File: config.mk
export PLATFORM = sky130hd
export DESIGN_NAME = rr_burst_arbiter
export DESIGN_NICKNAME = d
export VERILOG_FILES = /design/src/rtl/rr_burst_arbiter_pkg.sv /design/src/rtl/rr_pick.sv /design/src/rtl/rr_burst_arbiter.sv
export SDC_FILE = /design/constraint.sdc
export NUM_CORES = 1
export LEC_CHECK = 0
export CORE_MARGIN = 5
export CORE_UTILIZATION = 40
export DETAILED_ROUTE_END_ITERATION = 6
export HOLD_SLACK_MARGIN = 0.12
export SLEW_MARGIN = 15
export SYNTH_ARGS = -nofsm -noshare
export SYNTH_HDL_FRONTEND = slang
export SYNTH_SLANG_ARGS = --single-unit
File: constraint.sdc
create_clock -name clk -period 2.3 [get_ports clk]
set_input_delay 0.46 -clock clk [delete_from_list [all_inputs] [get_ports clk]]
set_output_delay 0.46 -clock clk [all_outputs]
set_load 0.005 [all_outputs]
File: src/rtl/rr_burst_arbiter_pkg.sv
`default_nettype none
// ============================================================================
// Module      : rr_burst_arbiter_pkg
// Description : Shared state encoding and sizing helper for the burst arbiter.
// Revision    : 1.0 - initial release
// ============================================================================
package rr_burst_arbiter_pkg;

    localparam int c_STATE_W = 2;

    typedef enum logic [c_STATE_W-1:0] {
        IDLE = 2'd0,
        RUN  = 2'd1,
        LAST = 2'd2
    } state_t;

    // Index width for n requesters; never below one bit.
    function automatic int idx_width(input int n);
        return (n > 1) ? $clog2(n) : 1;
    endfunction

endpackage
`default_nettype wire

File: src/rtl/rr_pick.sv
`default_nettype none
// ============================================================================
// Module      : rr_pick
// Description : Combinational round-robin picker; first set req bit at or
//               after ptr, wrapping at N-1.
// Revision    : 1.0 - initial release
// ============================================================================
module rr_pick
    import rr_burst_arbiter_pkg::*;
#(
    parameter int N     = 4,
    parameter int IDX_W = idx_width(N)
) (
    input  logic [N-1:0]     req,
    input  logic [IDX_W-1:0] ptr,
    output logic             valid,
    output logic [IDX_W-1:0] idx
);

    localparam logic [IDX_W:0] c_N_EXT = (IDX_W+1)'(N);

    logic [N-1:0]     w_rot;
    logic [IDX_W-1:0] w_off;
    logic [IDX_W:0]   w_sum;

    // Rotate so that bit 0 of w_rot corresponds to requester ptr.
    assign w_rot = N'({req, req} >> ptr);

    always_comb begin
        w_off = '0;
        for (int i = N - 1; i >= 0; i--) begin
            if (w_rot[i]) begin
                w_off = IDX_W'(i);
            end
        end
    end

    assign w_sum = {1'b0, ptr} + {1'b0, w_off};
    assign valid = |req;
    assign idx   = (w_sum >= c_N_EXT) ? IDX_W'(w_sum - c_N_EXT) : w_sum[IDX_W-1:0];

endmodule
`default_nettype wire

File: src/rtl/rr_burst_arbiter.sv
`default_nettype none
// ============================================================================
// Module      : rr_burst_arbiter
// Description : Round-robin burst arbiter (IDLE/RUN/LAST) with registered
//               one-hot grant and MAX_BURST preemption.
// Revision    : 1.0 - initial release
// ============================================================================
module rr_burst_arbiter
    import rr_burst_arbiter_pkg::*;
#(
    parameter int   N         = 4,
    parameter int   MAX_BURST = 16,
    localparam int  IDX_W     = idx_width(N),
    localparam int  CNT_W     = $clog2(MAX_BURST + 1)
) (
    input  logic             clk,
    input  logic             rst,
    input  logic [N-1:0]     req,
    output logic [N-1:0]     gnt,
    output logic [IDX_W-1:0] gnt_id,
    output logic             busy,
    output logic             start,
    output logic             done,
    output logic             preempt
);

    state_t           r_state;
    logic [IDX_W-1:0] r_owner;
    logic [IDX_W-1:0] r_ptr;
    logic [CNT_W-1:0] r_cnt;

    state_t           w_next_state;
    logic [IDX_W-1:0] w_next_owner;
    logic [IDX_W-1:0] w_ptr_next;
    logic             w_valid;
    logic [IDX_W-1:0] w_win;

    rr_pick #(
        .N     (N),
        .IDX_W (IDX_W)
    ) u_pick (
        .req   (req),
        .ptr   (r_ptr),
        .valid (w_valid),
        .idx   (w_win)
    );

    assign w_ptr_next = (r_owner == IDX_W'(N - 1)) ? '0 : r_owner + IDX_W'(1);

    always_comb begin
        w_next_state = r_state;
        w_next_owner = r_owner;
        start        = 1'b0;
        done         = 1'b0;
        preempt      = 1'b0;
        case (r_state)
            IDLE: begin
                if (w_valid) begin
                    w_next_state = RUN;
                    w_next_owner = w_win;
                    start        = 1'b1;
                end
            end
            RUN: begin
                if (!req[r_owner] || (r_cnt == CNT_W'(MAX_BURST))) begin
                    w_next_state = LAST;
                    done         = 1'b1;
                    preempt      = req[r_owner];
                end
            end
            LAST:    w_next_state = IDLE;
            default: w_next_state = IDLE;
        endcase
        // Pulses are suppressed during reset so a reset mid-burst never looks like a release.
        if (rst) begin
            start   = 1'b0;
            done    = 1'b0;
            preempt = 1'b0;
        end
    end

    always_ff @(posedge clk) begin
        if (rst) begin
            r_state <= IDLE;
            r_owner <= '0;
            r_ptr   <= '0;
            r_cnt   <= '0;
        end else begin
            r_state <= w_next_state;
            r_owner <= w_next_owner;
            if ((r_state == RUN) && (w_next_state == LAST)) begin
                r_ptr <= w_ptr_next;
            end
            if (w_next_state == RUN) begin
                r_cnt <= (r_state == RUN) ? r_cnt + CNT_W'(1) : CNT_W'(1);
            end else begin
                r_cnt <= '0;
            end
        end
    end

    // Outputs are driven from the next state so they align with the state register.
    always_ff @(posedge clk) begin
        if (rst) begin
            gnt    <= '0;
            gnt_id <= '0;
            busy   <= 1'b0;
        end else begin
            busy   <= (w_next_state != IDLE);
            gnt    <= (w_next_state == RUN) ? (N'(1) << w_next_owner) : '0;
            gnt_id <= (w_next_state == RUN) ? w_next_owner : '0;
        end
    end

endmodule
`default_nettype wire
==> results.cfg <==
[logic_synthesis]
synth.avg_cell_area_um2 = 9.62
ys_ff_latch = 18
synth_cells = 96
yosys_warnings = 0
synth_cell_types = 38
synth_nets = 106
ys_seq_area_share_pct = 39.0
synth_area_um2 = 923

[routing]
postRouteAntennaNets = 0
first_pass_iters = 4
viasPerCell = 4.79
via_count = 747
routed_wl_um = 1760
drc_errors = 0
routedWlPerCell_um = 11.3
first_iter_violations = 14

[setup_path]
rrSetupSlack_ns = 0.24
crit_fanout = 2
critPathCaptureType = output pin
crit_start = r_cnt[0]
crit_type = flip-flop to output pin
worstPathArrival_ns = 1.74
startpoint_type = flip-flop
endpoint = preempt
worst-r2r-cell-count = 8
cp.required_ns = 1.84
r2r-start = r_ptr[0]
reg2reg_to = gnt[0]

[pwr]
leakage_nw = 0.510
intPower_mw = 0.711
ir_drop_mv = 0.569
switching_share_pct = 30.3
p_per_area_nw_per_um2 = 819
pwr-share-clk_pct = 18.6
p_comb_share_pct = 41.8
p_sw_mw = 0.309
power_frac_seq_pct = 39.6

[placed_design]
place_ws_ns = -0.398
dpl_cell_area_um2 = 1190
dp_hpwl_um = 1430
numPortBuffers = 15
gp_congestion = 0.715

[clock_tree]
cts_inserted_buffers = 3
cts.sink_count = 18
cts_max_path_buffers = 2
cts-root-buf = clkbuf_4
clock_latency_ns = 0.29
clk_pin_slew_ns = 0.10
cts_tree = yes
h-tree-depth = 1
ctsHoldBuffers = 0

[grt]
grt_overflow = 0
grt_pass1_wl_um = 3110
grt_pass1_vias = 759
track_usage_pct = 11.8
antenna_found_initial = 0
grt_max_degree = 13

[floorplanning]
dieArea_um2 = 3370
initial_core_util_pct = 41.7
rows = 17
die_h_um = 58.0
pin_count = 16
core_um2 = 2210
die_width_um = 58.0

[timing]
fmax_ghz = 0.454
max_slew_margin_pct = 74.9
setup-violations-final = 0
timing.final.crit_period_ns = 2.20
worst_slack_ns = 0.0972
timing.setup.tns_ns = 0
fin_hold_ws_ns = 0.523
clock-skew-final_ns = 0.000943
fin_crit_sh_pct = 95.8
rsz0062_at_grt = no
final-hold-violation-count = 0
worstMarginPinSlew_ns = 0.376
slew_violations = 0

[cells_and_area]
nets = 139
diodes = 0
seqCellArea_um2 = 362
multi_input_area_um2 = 520
layout-drive-gt1-share_pct = 29.7
fill_cells = 206
fin_area_um2 = 1250
syn2layout_area_growth_pct = 35.0

[job]
cap_violations = 0

[worst_hold_path]
hold_path_class = flip-flop to flip-flop
worstHoldStart = r_cnt[4]

[run_status]
status = completed
==> cell type report <==
| class | instances | area share, % |
|---|---|---|
| tap | 28 | 2.81 |
| clock buffer | 4 | 2.91 |
| inverter | 5 | 1.71 |
| sequential | 18 | 29.0 |
| timing repair buffer | 32 | 21.8 |
| multi-input combinational | 69 | 41.8 |
==> how the worst min path moves through the flow <==
stage | cells past startpoint | end
floorplan | 2 | r_cnt[4]
global route | 2 | r_cnt[4]
detailed placement | 2 | r_cnt[4]
global placement | 2 | r_cnt[4]
finish | 2 | r_cnt[4]
CTS | 2 | r_cnt[4]
==> cell usage after synthesis, drive strengths merged <==
library cell  number  area (um2)
a211o              1        17.5
a21boi             1        7.51
a21oi              5        25.0
a311oi             1        8.76
a32oi              1        8.76
and2               1        8.76
and3               2        12.5
and3b              1        8.76
buf                4        32.5
dfxtp             18         360
ha                 4        50.1
inv                5        21.3
mux2i              4        56.3
mux4               1        22.5
nand2              3        13.8
nand2b             3        18.8
nand3              4        25.0
nor2              19        83.8
nor2b              1        6.26
nor3               4        20.0
nor3b              1        7.51
nor4               1        6.26
o21a               2        22.5
o21ai              1        5.00
o311a              1        10.0
o32ai              2        17.5
or4bb              1        11.3
xnor2              2        17.5
xor2               2        17.5
==> power by group through the flow <==
stage               Sequential [mW]  Clock [mW]  Combinational (mW)
finish                        0.404       0.190               0.427
global route                  0.412       0.216               0.471
CTS                           0.405       0.198               0.424
detailed placement            0.413           0               0.413
global placement              0.412           0               0.409
floorplan                     0.406           0               0.245
==> repair_timing <==
item,CTS,global route
setup buffers,1,1
hold endpoints to repair,0,0
endpoints found under the setup margin,3,1
gates resized for setup,14,3
==> registers in the layout, summed over array words and instances (netlist names) <==
signal / count
r_ptr: 2
r_state: 2
gnt: 4
gnt_id: 2
r_owner: 2
busy: 1
r_cnt: 5
==> worst max-delay path, cell delays in order, from the launching register on <==
cell and delay (ns):
dfxtp_2 0.33, inv_1 0.06, ha_1 0.14, or4bb_4 0.46, buf_4 0.16, nor2_1 0.10
clkdlybuf4s15_1 0.21
==> placed cells by master (no fill, tap or decap), drive strengths merged, types with 2 or more instances in the layout <==
master         synthesis  routed
buf                    4      18
ha                     4       4
clkbuf                 0       4
nor3                   4       4
xor2                   2       2
nand2b                 3       3
dfxtp                 18      18
clkdlybuf4s15          0       2
mux2i                  4       4
clkdlybuf4s50          0       8
dlygate4sd2            0       4
o21a                   2       2
nand2                  3       3
nand3                  4       4
nor2                  19      19
and3                   2       2
o32ai                  2       2
xnor2                  2       2
inv                    5       5
a21oi                  5       5
==> logic make-up (layout without fill, tap and decap cells) <==
| logic type | Yosys count | after routing | synth area share [%] |
|---|---|---|---|
| simple gates | 41 | 41 | 24.1 |
| flops | 18 | 18 | 39.0 |
| compound gates | 15 | 15 | 13.3 |
| buf+inv | 9 | 41 | 5.83 |
| mux | 5 | 5 | 8.54 |
| fa+ha+maj | 4 | 4 | 5.42 |
| xor+xnor | 4 | 4 | 3.79 |
==> metal layers <==
metal | wire length (um) | track usage [%]
met1 | 821 | 13.2
met2 | 833 | 20.8
met3 | 95 | 4.68
met5 | 0 | 0
met4 | 12 | 2.98
==> per-stage QoR <==
| stage | util [%] | cells | power [mW] |
|---|---|---|---|
| final | 56.3 | 156 | 1.02 |
| after global routing | 56.3 | 156 | 1.10 |
| after CTS | 55.7 | 155 | 1.03 |
| after detailed placement | 53.7 | 150 | 0.826 |
| after global placement | 53.7 | 150 | 0.821 |
| after floorplan | - | 96 | 0.650 |
Power figures use the tool's default switching activity.
